### config.mk
export PLATFORM = sky130hd
export DESIGN_NAME = hazard_stall_unit_flat
export DESIGN_NICKNAME = d
export VERILOG_FILES = /design/src/rtl/hazard_stall_unit_pkg.sv /design/src/rtl/hazard_stall_unit_if.sv /design/src/rtl/hazard_stall_unit_latency_counter.sv /design/src/rtl/hazard_stall_unit.sv /design/src/flat_wrapper.sv
export SDC_FILE = /design/constraint.sdc
export NUM_CORES = 1
export LEC_CHECK = 0
export ABC_CLOCK_PERIOD_IN_PS = 2130
export BUFFER_PORTS_ARGS = -buffer_cell sky130_fd_sc_hd__buf_2
export CORE_MARGIN = 3
export CORE_UTILIZATION = 48
export CTS_BUF_LIST = sky130_fd_sc_hd__clkbuf_2
export DETAILED_ROUTE_END_ITERATION = 10
export GPL_TIMING_DRIVEN = 1
export PLACE_DENSITY_LB_ADDON = 0.25
export RECOVER_POWER = 50
export SLEW_MARGIN = 20
export SYNTH_ARGS = -nofsm -noshare
export SYNTH_HDL_FRONTEND = slang
export SYNTH_SLANG_ARGS = --single-unit
### constraint.sdc
create_clock -name clk -period 2.13 [get_ports clk]
set_input_delay 0.3195 -clock clk [delete_from_list [all_inputs] [get_ports clk]]
set_output_delay 0.3195 -clock clk [all_outputs]
set_load 0.1 [all_outputs]
### src/rtl/hazard_stall_unit_pkg.sv
// Shared types and default latencies for the hazard/stall control block.
package hazard_pkg;

   // Control FSM states: a BUSY state per long-latency unit, then a one-cycle DONE.
   typedef enum logic [2:0] {
      IDLE     = 3'd0,
      DIV_BUSY = 3'd1,
      MUL_BUSY = 3'd2,
      DIV_DONE = 3'd3,
      MUL_DONE = 3'd4
   } hz_state_t;

   localparam int DIV_CYCLES_DEF = 32;
   localparam int MUL_CYCLES_DEF = 4;

   // True while a multi-cycle op is still occupying EX.
   function automatic logic is_busy(input hz_state_t s);
      return (s == DIV_BUSY) || (s == MUL_BUSY);
   endfunction

   // States in which a new DIV/MUL may be accepted into EX.
   function automatic logic can_start(input hz_state_t s);
      return (s == IDLE) || (s == DIV_DONE) || (s == MUL_DONE);
   endfunction

endpackage

### src/rtl/hazard_stall_unit_if.sv
// Pipeline <-> hazard unit bundle: register-address/decode info in, stall/flush/ready out.
interface hazard_stall_unit_if;
   logic [4:0] IF_ID_rs1;
   logic [4:0] IF_ID_rs2;
   logic [4:0] ID_EX_rd;
   logic       ID_EX_memread;
   logic       ID_EX_div;
   logic       ID_EX_mul;
   logic       branch_taken;
   logic       PC_stall;
   logic       IF_ID_stall;
   logic       ID_EX_stall;
   logic       IF_ID_flush;
   logic       ID_EX_flush;
   logic       EX_MEM_flush;
   logic       div_ready;
   logic       mul_ready;
   logic       busy;

   // Pipeline side: supplies hazard information, consumes control.
   modport master (
      output IF_ID_rs1, IF_ID_rs2, ID_EX_rd, ID_EX_memread, ID_EX_div, ID_EX_mul, branch_taken,
      input  PC_stall, IF_ID_stall, ID_EX_stall, IF_ID_flush, ID_EX_flush, EX_MEM_flush,
             div_ready, mul_ready, busy
   );

   // Hazard unit side.
   modport slave (
      input  IF_ID_rs1, IF_ID_rs2, ID_EX_rd, ID_EX_memread, ID_EX_div, ID_EX_mul, branch_taken,
      output PC_stall, IF_ID_stall, ID_EX_stall, IF_ID_flush, ID_EX_flush, EX_MEM_flush,
             div_ready, mul_ready, busy
   );
endinterface

### src/rtl/hazard_stall_unit_latency_counter.sv
// Down-counter shared by the DIV and MUL paths: load on start, decrement while
// the op is still occupying EX, zero flag marks the release cycle.
module latency_counter #(
   parameter int CNT_W = 5
) (
   input  logic             clk,
   input  logic             Rst,
   input  logic             i_load,
   input  logic [CNT_W-1:0] i_load_val,
   input  logic             i_dec,
   output logic [CNT_W-1:0] o_cnt,
   output logic             o_zero
);

   logic [CNT_W-1:0] r_cnt;

   // Load takes precedence; decrement saturates at zero.
   always_ff @(posedge clk or negedge Rst) begin
      if (!Rst) begin
         r_cnt <= '0;
      end else if (i_load) begin
         r_cnt <= i_load_val;
      end else if (i_dec && (r_cnt != '0)) begin
         r_cnt <= r_cnt - CNT_W'(1);
      end
   end

   assign o_cnt  = r_cnt;
   assign o_zero = (r_cnt == '0);

endmodule

### src/rtl/hazard_stall_unit.sv
// Hazard/stall control: load-use detection, multi-cycle DIV/MUL hold in EX,
// branch flushes, and one-cycle result-ready pulses for the forwarding logic.
module hazard_stall_unit
   import hazard_pkg::*;
#(
   parameter int DIV_CYCLES = DIV_CYCLES_DEF,
   parameter int MUL_CYCLES = MUL_CYCLES_DEF,
   parameter int CNT_W      = $clog2(DIV_CYCLES)
) (
   input  logic                clk,
   input  logic                Rst,
   hazard_stall_unit_if.slave  hz
);

   hz_state_t        r_state;
   logic [CNT_W-1:0] w_cnt;
   logic             w_cnt_zero;
   logic             w_start_div;
   logic             w_start_mul;
   logic             w_busy;
   logic             w_ex_hold;
   logic             w_load_use;
   logic [CNT_W-1:0] w_cnt_load_val;

   logic w_pc_stall, w_if_id_stall, w_id_ex_stall;
   logic w_if_id_flush, w_id_ex_flush, w_ex_mem_flush;

   // DIV wins when decode flags both units.
   assign w_start_div    = can_start(r_state) && hz.ID_EX_div;
   assign w_start_mul    = can_start(r_state) && hz.ID_EX_mul && !hz.ID_EX_div;
   assign w_busy         = is_busy(r_state);
   // The start cycle itself already holds; the cnt==0 BUSY cycle is the release.
   assign w_ex_hold      = w_start_div || w_start_mul || (w_busy && !w_cnt_zero);
   assign w_load_use     = hz.ID_EX_memread && (hz.ID_EX_rd != 5'd0) &&
                           ((hz.ID_EX_rd == hz.IF_ID_rs1) || (hz.ID_EX_rd == hz.IF_ID_rs2));
   // Start cycle counts as one EX cycle and release as another, hence CYCLES-2.
   assign w_cnt_load_val = w_start_div ? CNT_W'(DIV_CYCLES - 2) : CNT_W'(MUL_CYCLES - 2);

   latency_counter #(
      .CNT_W (CNT_W)
   ) u_latency_counter (
      .clk        (clk),
      .Rst        (Rst),
      .i_load     (w_start_div || w_start_mul),
      .i_load_val (w_cnt_load_val),
      .i_dec      (w_busy && !w_cnt_zero),
      .o_cnt      (w_cnt),
      .o_zero     (w_cnt_zero)
   );

   // Occupancy FSM; a DONE state may chain straight into a new BUSY.
   always_ff @(posedge clk or negedge Rst) begin
      if (!Rst) begin
         r_state <= IDLE;
      end else begin
         case (r_state)
            IDLE, DIV_DONE, MUL_DONE: begin
               if (w_start_div)      r_state <= DIV_BUSY;
               else if (w_start_mul) r_state <= MUL_BUSY;
               else                  r_state <= IDLE;
            end
            DIV_BUSY: if (w_cnt_zero) r_state <= DIV_DONE;
            MUL_BUSY: if (w_cnt_zero) r_state <= MUL_DONE;
            default:  r_state <= IDLE;
         endcase
      end
   end

   // Stall/flush decode, priority EX hold > taken branch > load-use.
   always_comb begin
      w_pc_stall     = 1'b0;
      w_if_id_stall  = 1'b0;
      w_id_ex_stall  = 1'b0;
      w_if_id_flush  = 1'b0;
      w_id_ex_flush  = 1'b0;
      w_ex_mem_flush = 1'b0;
      if (w_ex_hold) begin
         w_pc_stall     = 1'b1;
         w_if_id_stall  = 1'b1;
         w_id_ex_stall  = 1'b1;
         w_ex_mem_flush = 1'b1;
      end else if (hz.branch_taken) begin
         w_if_id_flush  = 1'b1;
         w_id_ex_flush  = 1'b1;
      end else if (w_load_use) begin
         w_pc_stall     = 1'b1;
         w_if_id_stall  = 1'b1;
         w_id_ex_flush  = 1'b1;
      end
   end

   // Outputs are forced low while reset is asserted, even with live inputs.
   assign hz.PC_stall     = Rst && w_pc_stall;
   assign hz.IF_ID_stall  = Rst && w_if_id_stall;
   assign hz.ID_EX_stall  = Rst && w_id_ex_stall;
   assign hz.IF_ID_flush  = Rst && w_if_id_flush;
   assign hz.ID_EX_flush  = Rst && w_id_ex_flush;
   assign hz.EX_MEM_flush = Rst && w_ex_mem_flush;
   assign hz.div_ready    = Rst && (r_state == DIV_DONE);
   assign hz.mul_ready    = Rst && (r_state == MUL_DONE);
   assign hz.busy         = Rst && w_busy;

endmodule

### src/flat_wrapper.sv
// flat-port wrapper written by rule: the top's interface ports become plain ports
module hazard_stall_unit_flat import hazard_pkg::*;
#(
   parameter int DIV_CYCLES = DIV_CYCLES_DEF,
   parameter int MUL_CYCLES = MUL_CYCLES_DEF,
   parameter int CNT_W      = $clog2(DIV_CYCLES)
)
  (clk, Rst, hz_IF_ID_rs1, hz_IF_ID_rs2, hz_ID_EX_rd, hz_ID_EX_memread, hz_ID_EX_div, hz_ID_EX_mul, hz_branch_taken, hz_PC_stall, hz_IF_ID_stall, hz_ID_EX_stall, hz_IF_ID_flush, hz_ID_EX_flush, hz_EX_MEM_flush, hz_div_ready, hz_mul_ready, hz_busy);
  hazard_stall_unit_if hz_i ();
  input  logic clk;
  input  logic Rst;
  input wire logic [$bits(hz_i.IF_ID_rs1)-1:0] hz_IF_ID_rs1;
  input wire logic [$bits(hz_i.IF_ID_rs2)-1:0] hz_IF_ID_rs2;
  input wire logic [$bits(hz_i.ID_EX_rd)-1:0] hz_ID_EX_rd;
  input wire logic [$bits(hz_i.ID_EX_memread)-1:0] hz_ID_EX_memread;
  input wire logic [$bits(hz_i.ID_EX_div)-1:0] hz_ID_EX_div;
  input wire logic [$bits(hz_i.ID_EX_mul)-1:0] hz_ID_EX_mul;
  input wire logic [$bits(hz_i.branch_taken)-1:0] hz_branch_taken;
  output wire logic [$bits(hz_i.PC_stall)-1:0] hz_PC_stall;
  output wire logic [$bits(hz_i.IF_ID_stall)-1:0] hz_IF_ID_stall;
  output wire logic [$bits(hz_i.ID_EX_stall)-1:0] hz_ID_EX_stall;
  output wire logic [$bits(hz_i.IF_ID_flush)-1:0] hz_IF_ID_flush;
  output wire logic [$bits(hz_i.ID_EX_flush)-1:0] hz_ID_EX_flush;
  output wire logic [$bits(hz_i.EX_MEM_flush)-1:0] hz_EX_MEM_flush;
  output wire logic [$bits(hz_i.div_ready)-1:0] hz_div_ready;
  output wire logic [$bits(hz_i.mul_ready)-1:0] hz_mul_ready;
  output wire logic [$bits(hz_i.busy)-1:0] hz_busy;
  assign hz_i.IF_ID_rs1 = hz_IF_ID_rs1;
  assign hz_i.IF_ID_rs2 = hz_IF_ID_rs2;
  assign hz_i.ID_EX_rd = hz_ID_EX_rd;
  assign hz_i.ID_EX_memread = hz_ID_EX_memread;
  assign hz_i.ID_EX_div = hz_ID_EX_div;
  assign hz_i.ID_EX_mul = hz_ID_EX_mul;
  assign hz_i.branch_taken = hz_branch_taken;
  assign hz_PC_stall = hz_i.PC_stall;
  assign hz_IF_ID_stall = hz_i.IF_ID_stall;
  assign hz_ID_EX_stall = hz_i.ID_EX_stall;
  assign hz_IF_ID_flush = hz_i.IF_ID_flush;
  assign hz_ID_EX_flush = hz_i.ID_EX_flush;
  assign hz_EX_MEM_flush = hz_i.EX_MEM_flush;
  assign hz_div_ready = hz_i.div_ready;
  assign hz_mul_ready = hz_i.mul_ready;
  assign hz_busy = hz_i.busy;
  hazard_stall_unit #(.DIV_CYCLES(DIV_CYCLES), .MUL_CYCLES(MUL_CYCLES), .CNT_W(CNT_W)) u_core (.clk(clk), .Rst(Rst), .hz(hz_i));
endmodule
Word level (Yosys, flattened, before mapping)
Cells that the tools add are included.

Logic and storage cells: 56. Register bits: 8. Input bits: 21. Output and inout bits: 9.

Equal/unequal tests: 8. Mux-type cells: 16. Add/subtract/negate cells: 1. Reductions and logical operators: 29.

Operators by type and width (count): 2-to-1 mux 5 bit (3); logical AND 1 bit (14); == test 5 bit (2); nonzero test 5 bit (2); 2-to-1 mux 3 bit (3); case mux 3 bit (3 select lines) (1); 2-to-1 mux 1 bit (8); == test 3 x 2 -> 1 bit (second input constant) (2); logical OR 1 bit (6); zero test 5 bit (1); subtractor 5 x 1 -> 5 bit (second input constant) (1); inequality test 2 x 1 -> 1 bit (second input constant) (2); == test 3 x 1 -> 1 bit (second input constant) (1); == test 3 bit (second input constant) (1); zero test 3 bit (1); OR reduction 3 bit (1); zero test 1 bit (2); 2-to-1 mux 2 bit (1); AND reduction 2 bit (1); nonzero test 2 bit (1).

Depth between registers and ports, before layout
Gate-level depths: netlist of the first run.

Depth after elaboration: 9. Gate-level depth with buffers: 7.

By module
Synthesis of the first run repeated with hierarchy kept, for this count alone.

Cells, all modules: 90. Area total of the unflattened synthesis: 753.2 um2.

Modules (own cells, without submodules): hazard_stall_unit (instances 1, cells an instance 58, area an instance 449.2 um2, seq. area each 75.1 um2); latency_counter (instances 1, cells an instance 32, area an instance 304.0 um2, seq. area each 125.1 um2).

Worst setup path before layout of the first run
OpenSTA, ideal clock, no wires.

Path type: input port to output port. Start: input hz_ID_EX_rd[3]. End: output hz_PC_stall. Stages on the path: 5. Required time: 1.811 ns. Arrival: 4.598 ns. Slack: -2.787 ns. Cells stage by stage: xor2_1 -> nor3_1 -> a22oi_1 -> o41ai_1 -> buf_4.

Word-level cells in the longest chain between the ends: 7. Elaborated cells on any way between the ends: 10. Those cells by class: 2 x eq/ne; 3 x mux; 5 x reduce/logical.

RTL lines: from (decl) (RTL line flat_wrapper.sv:14) `input wire logic [$bits(hz_i.ID_EX_rd)-1:0] hz_ID_EX_rd;`; == test 5 bit or nonzero test 5 bit (tied branches) (RTL line hazard_stall_unit.sv:35, hazard_stall_unit.sv:34); logical OR 1 bit or logical AND 1 bit (tied branches) (RTL line hazard_stall_unit.sv:35, hazard_stall_unit.sv:34); logical AND 1 bit * (RTL line hazard_stall_unit.sv:34) `assign w_load_use = hz.ID_EX_memread && (hz.ID_EX_rd != 5'd0) &&`; 2-to-1 mux 1 bit * (3 in series); logical AND 1 bit *; to (decl) (RTL line flat_wrapper.sv:19) `output wire logic [$bits(hz_i.PC_stall)-1:0] hz_PC_stall;`.

Every way passes the cells marked *; elsewhere a longest branch is shown, timed or not.

Worst setup path after layout of the first run
Start: register u_core.u_latency_counter.r_cnt[0] (netlist: u_core.u_latency_counter.o_cnt[0]). End: output hz_ID_EX_flush.

Word-level cells in the longest chain between the ends: 6.

RTL lines: from (decl) (RTL line hazard_stall_unit_latency_counter.sv:15) `logic [CNT_W-1:0] r_cnt;`; from (signal assigned) (RTL line hazard_stall_unit_latency_counter.sv:22) `r_cnt <= i_load_val;`; from (signal assigned) (RTL line hazard_stall_unit_latency_counter.sv:24) `r_cnt <= r_cnt - CNT_W'(1);`; zero test 5 bit (RTL line hazard_stall_unit_latency_counter.sv:29) `assign o_zero = (r_cnt == '0);`; zero test 1 bit (RTL line hazard_stall_unit.sv:33) `assign w_ex_hold = w_start_div || w_start_mul || (w_busy && !w_cnt_zero);`; logical AND 1 bit (RTL line hazard_stall_unit.sv:33); logical OR 1 bit (RTL line hazard_stall_unit.sv:33); 2-to-1 mux 1 bit (RTL line hazard_stall_unit.sv:77) `if (w_ex_hold) begin`; logical AND 1 bit (RTL line hazard_stall_unit.sv:97) `assign hz.ID_EX_flush = Rst && w_id_ex_flush;`; to (decl) (RTL line flat_wrapper.sv:23) `output wire logic [$bits(hz_i.ID_EX_flush)-1:0] hz_ID_EX_flush;`.

Every way passes these cells.

==> metrics.cfg, run 1 <==
[run_status]
status = finished with violations
violations = setup timing

[timing]
period_minus_slack_ns = 2.23
worstMarginPinSlew_ns = 0.506
drv_slew = 0
setup_viol = 6
period_share_pct = 105
rsz0062_at_grt = yes
slew_headroom_pct = 66.5
max_freq_mhz = 449
fin_ws_ns = -0.0994
final-hold-violation-count = 0
skew_ns = 0.000699
setup_tns_ns = -0.436

[clocking]
htreeDepth = 1
cts_tree = done
clk_path_buf_depth = 2
clk_latency_ns = 0.24
path_clk_slew_ns = 0.08
cts_inserted_buffers = 3
root_buffer = clkbuf_2
clock_sinks = 8

[die]
boundaryPins = 30
die_h_microns = 44.2
fp.dieW_microns = 44.2
row_count = 13
start_util_pct = 52.6
design.core.area_sq_um = 1330
dieArea_sq_um = 1960

[setup_path]
r2r_slack_ns = 0.14
worstPathRequired_ns = 1.81
cp-start-kind = flip-flop
worst-path-buf-inv = 2
worstSetupPathDepth = 7
path_cells = inv_2, ha_4, nor4b_4, or3_4, nand4_1, o31ai_4, buf_12
worstRegToRegCells = 10
cp_data_arrival_time_ns = 1.91
cpPeakStageDelay_ns = 0.40
cpMaxStageDelayCell = dfrtp_1
critPathTopFamily = simple AND/OR/NAND/NOR gates
worstSetupPathType = flip-flop to output port
setup.worst_path.start = u_core.u_latency_counter.o_cnt[0]$_DFFE_PN0P_
cp_max_fo = 4
worst_r2r_endpoint = u_core.u_latency_counter.o_cnt[4]$_DFFE_PN0P_
cp-endpoint = hz_ID_EX_flush
reg2reg_from = u_core.u_latency_counter.o_cnt[1]$_DFFE_PN0P_
cp-end-kind = output port

[synthesis]
yosysWarnings = 0
synth_area_sq_um = 702
syn_nets = 104
yosysUniqueCellTypes = 37
ys_seq_elements = 8
ys_seq_area_share_pct = 28.5
netlist_instances = 81
syn_avg_cell_area_sq_um = 8.67

[place]
port_buffers = 29
dp_cells = 126
hpwl_mm = 1.63
gp_congestion = 0.742
dpl_cell_area_sq_um = 1080

[power]
internal-power_mw = 0.980
irDropWorstVdd_mv = 1.71
pwr-share-seq_pct = 15.8
total_leakage_power_nw = 0.546
pwr-share-comb_pct = 79.9
pwr-share-clk_pct = 4.3
powerDensity_nw_per_um2 = 1740
power.switching_mw = 1.18
swShare_pct = 54.6
power_mw = 2.16

[routing]
route.detailed.drc = 0
wl_per_cell_microns = 16.2
routed_via_density = 5.80
via_count = 818
ant_nets = 0
drtIter0Drc = 21
routed_wirelength_mm = 2.29
drt_first_pass_iters = 6

[hold_path]
hold_path.class = input pin to flip-flop

[cells_and_area]
layout_commonest_cell = buf_2
antenna_cells = 0
final_area_sq_um = 1240
layout.nets = 151
mostFrequentLayoutCells = buf_2 (21), buf_4 (15), xor2_1 (10)
synthToLayoutAreaGrowth_pct = 76.8
final_cells = 141
drive_gt1_share_pct = 55.6

[run]
drv_cap = 0

[global_route]
antenna_found_initial = 0
grt_max_degree = 9
track_usage_pct = 26.1
grt_pass1_vias = 839
overflow = 0
grt_pass1_wl_mm = 3.75

==> final cells by class <==
cell class                 instances  area, sq um
multi-input combinational         62          583
timing repair buffer              47          393
sequential                         8          203
fill                              47         92.6
inverter                           6         28.8
tap                               15         18.8
clock buffer                       3         15.0
==> worst register-to-register path, stage by stage, from the launching register on <==
cell and delay [ns]:
dfrtp_1 0.40, inv_2 0.08, buf_4 0.11, buf_6 0.08, buf_4 0.09, buf_4 0.10, ha_4 0.11, or3b_1 0.35
nor4_2 0.31, xnor2_1 0.17, o21ai_1 0.09
==> stage by stage <==
stage	utilization, %	hold slack, ns	worst slack, ns
4_1_cts	91.8	0.365	-0.0743
3_3_place_gp	80.8	0.140	0.0697
3_5_place_dp	80.8	0.145	-0.00421
2_1_floorplan	-	0.0239	-0.597
5_1_grt	93.1	0.364	-0.192
6_report	93.1	0.371	-0.0994
==> flip-flops by register name, summed over array words and instances (netlist names) <==
register / count
u_core.r_state: 3
u_core.u_latency_counter.o_cnt: 5
==> what timing repair did <==
item | CTS | global route
resized for setup | 8 | 6
setup buffers | 11 | 2
endpoints found under the hold margin | 4 | 0
pin swaps | 5 | 3
hold buffers | 2 | 0
gates cloned | 0 | 0
endpoints found under the setup margin | 6 | 7
==> synthesized netlist by cell type, drive strengths merged <==
library cell / instances / area (sq um)
a21o: 1 / 7.51
a21oi: 1 / 5.00
a22oi: 1 / 7.51
a311o: 1 / 10.0
a32o: 1 / 10.0
and2: 1 / 6.26
buf: 3 / 20.0
clkbuf: 2 / 8.75
dfrtp: 8 / 200
ha: 2 / 25.0
inv: 6 / 22.5
mux2i: 1 / 10.0
nand2: 3 / 11.3
nand2b: 2 / 12.5
nand3: 1 / 5.00
nand3b: 1 / 7.51
nand4: 1 / 6.26
nor2: 6 / 22.5
nor3: 5 / 25.0
nor4: 2 / 12.5
nor4b: 2 / 32.5
nor4bb: 1 / 10.0
o211ai: 1 / 7.51
o21ai: 6 / 33.8
o31ai: 1 / 7.51
o41ai: 1 / 8.76
or2: 1 / 6.26
or3: 2 / 12.5
or3b: 1 / 8.76
or4: 1 / 7.51
xnor2: 5 / 43.8
xor2: 10 / 87.6
==> power by group through the flow <==
stage / Sequential, mW / Clock [mW] / Combinational (mW)
finish: 0.341 / 0.0927 / 1.73
global route: 0.352 / 0.107 / 1.82
CTS: 0.335 / 0.0927 / 1.68
detailed placement: 0.327 / 0 / 1.49
global placement: 0.325 / 0 / 1.43
floorplan: 0.276 / 0 / 1.13
==> cell families after synthesis <==
family,Yosys count,synth area share (%)
muxes,1,1.43
AOI/OAI and AO/OA,14,13.9
xor gates and xnor gates,15,18.7
adders and majority gates,2,3.56
DFF,8,28.5
buffers and inverters,11,7.31
and+or+nand+nor,30,26.6
==> routing by layer <==
layer / up-vias / part of all wire, % / global-route usage, %
met1: 399 / 40 / 30.8
li1: 379 / - / -
met2: 34 / 52 / 46.8
met5: - / 0 / 0
met3: 6 / 5.1 / 3.25
met4: 0 / 2.7 / 11.4
==> worst min-delay path by stage <==
stage | cells after the start | start | slack (ns) | to
2_1_floorplan | 0 | Rst | 0.02 | u_core.r_state[0]$_DFFE_PN0P_
3_3_place_gp | 1 | Rst | 0.14 | u_core.r_state[2]$_DFFE_PN0P_
3_5_place_dp | 1 | Rst | 0.15 | u_core.r_state[2]$_DFFE_PN0P_
4_1_cts | 2 | hz_ID_EX_div | 0.36 | u_core.r_state[0]$_DFFE_PN0P_
5_1_grt | 2 | hz_ID_EX_div | 0.36 | u_core.r_state[0]$_DFFE_PN0P_
6_report | 2 | hz_ID_EX_div | 0.37 | u_core.r_state[0]$_DFFE_PN0P_
No activity file was read; power rests on OpenSTA's default activity.
==> run 2: changes to the inputs <==
ABC_AREA = 1   (was default)
CORE_UTILIZATION = 49   (was 48)
==> metrics.cfg, run 2 <==
[routing]
drtIter0Drc = 15  ; was 21
via_count = 797  ; was 818
ant_nets = 0  ; unchanged
route.detailed.drc = 0  ; unchanged
routed_wirelength_mm = 1.83  ; was 2.29 mm
routed_via_density = 4.86  ; was 5.80
drt_first_pass_iters = 4  ; was 6
wl_per_cell_microns = 11.1  ; was 16.2 microns

[die]
row_count = 13  ; unchanged
start_util_pct = 54.8  ; was 52.6%
die_h_microns = 45.1  ; was 44.2 microns
fp.dieW_microns = 45.1  ; was 44.2 microns
dieArea_sq_um = 2030  ; was 1960 sq um
design.core.area_sq_um = 1370  ; was 1330 sq um
boundaryPins = 30  ; unchanged

[global_route]
grt_pass1_vias = 709  ; was 839
antenna_found_initial = 0  ; unchanged
track_usage_pct = 19.4  ; was 26.1%
grt_max_degree = 10  ; was 9
grt_pass1_wl_mm = 2.89  ; was 3.75 mm
overflow = 0  ; unchanged

[synthesis]
synth.most_common_cell = nand2_1  ; was xor2_1
ys.flop_type = dfrtp_1  ; unchanged
ys_seq_elements = 8  ; unchanged
synth_top_area_share_pct = 26.8  ; was 28.5%
syn_avg_cell_area_sq_um = 6.51  ; was 8.67 sq um
yosysWarnings = 0  ; unchanged
netlist_instances = 115  ; was 81
syn_nets = 138  ; was 104
ys_top_cells_by_count = nand2_1 (37), inv_1 (19), nor2_1 (12)  ; was xor2_1 (10), dfrtp_1 (8), inv_1 (6), nor2_1 (6)
yosys.area.top_type = dfrtp_1  ; unchanged
async_reset_ff_share_pct = 100  ; unchanged
yosysUniqueCellTypes = 21  ; was 37
ys_seq_area_share_pct = 26.8  ; was 28.5%
synthTopCellsByArea = dfrtp_1 (27%), nand2_1 (19%), inv_1 (9.5%)  ; was dfrtp_1 (29%), xor2_1 (12%), xnor2_1 (6.2%)
synth_area_sq_um = 748  ; was 702 sq um
synth-edff-count = 0  ; unchanged

[setup_path]
cpMaxStageDelayCell = dlygate4sd3_1  ; was dfrtp_1
cp_max_fo = 5  ; was 4
cp_common_cell = buf_2
cp-end-kind = output port  ; unchanged
path_cells = dlygate4sd3_1, buf_2, inv_1, nor3_2, buf_2  ; was inv_2, ha_4, nor4b_4, or3_4, nand4_1, o31ai_4, buf_12
cpPeakStageDelay_ns = 0.53  ; was 0.40 ns
worstSetupPathType = input pin to output port  ; was flip-flop to output port
cp_data_arrival_time_ns = 1.68  ; was 1.91 ns
cp-start-kind = input pin  ; was flip-flop
worst-path-buf-inv = 4  ; was 2
critPathTopFamily = buffers and inverters  ; was simple AND/OR/NAND/NOR gates
worstPathRequired_ns = 1.81  ; about the same

[timing]
worstMarginPinSlew_ns = 0.503  ; was 0.506 ns
max_freq_mhz = 500  ; was 449 MHz
skew_ns = 0.0120  ; was 0.000699 ns
setup_tns_ns = 0  ; was -0.436 ns
period_minus_slack_ns = 2.00  ; was 2.23 ns
period_share_pct = 94.0  ; was 105%
drv_slew = 0  ; unchanged
rsz0062_at_grt = no  ; was yes
setup_viol = 0  ; was 6
final-hold-violation-count = 0  ; unchanged
fin_ws_ns = 0.129  ; was -0.0994 ns
slew_headroom_pct = 66.7  ; was 66.5%

[run]
drv_cap = 0  ; unchanged

[clocking]
htreeDepth = 1  ; unchanged
clk_latency_ns = 0.24  ; about the same
path_clk_slew_ns = 0.08  ; about the same
cts_inserted_buffers = 3  ; unchanged
clk_path_buf_depth = 2  ; unchanged
clock_sinks = 8  ; unchanged
cts_tree = done  ; unchanged
root_buffer = clkbuf_2  ; unchanged

[cells_and_area]
mostFrequentLayoutCells = nand2_1 (36), buf_2 (23), inv_1 (17)  ; was buf_2 (21), buf_4 (15), xor2_1 (10)
largest_register_ffs = 5  ; unchanged
layout_commonest_cell = nand2_1  ; was buf_2
drive_gt1_share_pct = 34.9  ; was 55.6%
synthToLayoutAreaGrowth_pct = 40.0  ; was 76.8%
antenna_cells = 0  ; unchanged
layout.nets = 174  ; was 151

[place]
place_ws_ns = 0.361  ; was -0.00421 ns
port_buffers = 29  ; unchanged
hpwl_mm = 1.49  ; was 1.63 mm
gp_congestion = 0.864  ; was 0.742

[power]
irDropWorstVdd_mv = 0.977  ; was 1.71 mV
pwr-share-comb_pct = 77.9  ; was 79.9%
total_leakage_power_nw = 0.595  ; was 0.546 nW
swShare_pct = 58.2  ; was 54.6%
power.switching_mw = 0.992  ; was 1.18 mW
pwr-share-clk_pct = 5.2  ; was 4.3%
powerDensity_nw_per_um2 = 1630  ; was 1740 nW/um^2
internal-power_mw = 0.711  ; was 0.980 mW
pwr-share-seq_pct = 16.9  ; was 15.8%

[hold_path]
hold_path.class = input pin to flip-flop  ; unchanged

[run_status]
status = finished, final reports clean  ; was finished with violations

## run 2: cell types whose count changed in the layout (fill, tap and decap cells not counted), moves of 6 or more
cell	previous run	this run
xor2_1	10	3
nand2_1	3	36
inv_1	2	17
buf_4	15	3
nor2_1	5	11
nand3_1	0	8
## run 2: timing repair
action / 4_1_cts / 5_1_grt
endpoints found under the hold margin: 4 / 0
hold buffers: 1 / 0
buffers inserted: 0 / 2
gates resized for setup: 0 / 1
endpoints found under the setup margin: 0 / 4
## run 2: metrics by stage
step	utilization [%]	hold slack, ns	total power [mW]	std cells	area [sq um]
floorplan	-	0.0239	1.26	115	781
global placement	74.3	0.246	1.54	158	1010
detailed placement	74.3	0.249	1.56	158	1010
CTS	76.1	0.419	1.66	162	1040
global route	76.6	0.441	1.81	164	1050
finish	76.6	0.424	1.70	164	1050
## run 2: cells by family after synthesis
| kind of cell | synth area share [%] |
|---|---|
| buf+inv | 12.5 |
| compound gates | 8.53 |
| fa+ha+maj | 3.34 |
| simple gates | 41.8 |
| xor+xnor | 7.02 |
| flops | 26.8 |
## run 2: metal layers
layer,share of wire [%],track usage (%)
met1,45,25.2
met2,48,32.2
met3,6.0,3.98
met4,1.1,5.85
met5,0,0
## run 2: worst paths after layout
| path | startpoint | to | slack, ns | cells past startpoint |
|---|---|---|---|---|
| setup / recovery | Rst | hz_mul_ready | 0.13 | 5 |
| hold / removal | hz_ID_EX_mul | u_core.u_latency_counter.o_cnt[3]$_DFFE_PN0P_ | 0.42 | 4 |
| min in group asynchronous | Rst | u_core.u_latency_counter.o_cnt[3]$_DFFE_PN0P_ | 0.55 | 3 |
| max in group asynchronous | Rst | u_core.r_state[2]$_DFFE_PN0P_ | 1.43 | 3 |
| setup reg to reg | u_core.r_state[2]$_DFFE_PN0P_ | u_core.u_latency_counter.o_cnt[3]$_DFFE_PN0P_ | 0.75 | 9 |
| hold reg to reg | u_core.u_latency_counter.o_cnt[0]$_DFFE_PN0P_ | u_core.u_latency_counter.o_cnt[0]$_DFFE_PN0P_ | 0.59 | 3 |
## run 2: worst reg2reg max path, cell delays in order (launching register included)
cell,delay [ns]
dfrtp_1,0.36
inv_1,0.15
nand3_1,0.20
nand2_2,0.13
nand2_4,0.08
buf_4,0.15
inv_2,0.05
nand2_1,0.05
nand2_1,0.06
a21oi_1,0.05
## run 2: power by group through the flow
stage	Combinational (mW)	Clock [mW]	Sequential [mW]
after floorplan	0.987	0	0.273
after global placement	1.25	0	0.283
after detailed placement	1.27	0	0.287
after CTS	1.29	0.0911	0.284
after global routing	1.42	0.0983	0.294
final	1.33	0.0889	0.287
## run 2: final cells by class
type                            count  area (sq um)
Sequential cell                     8           200
Fill cell                         106           319
Timing Repair Buffer               33           268
Tap cell                           15          18.8
Multi-Input combinational cell     84           463
Clock buffer                        3          15.0
Inverter                           21          82.6
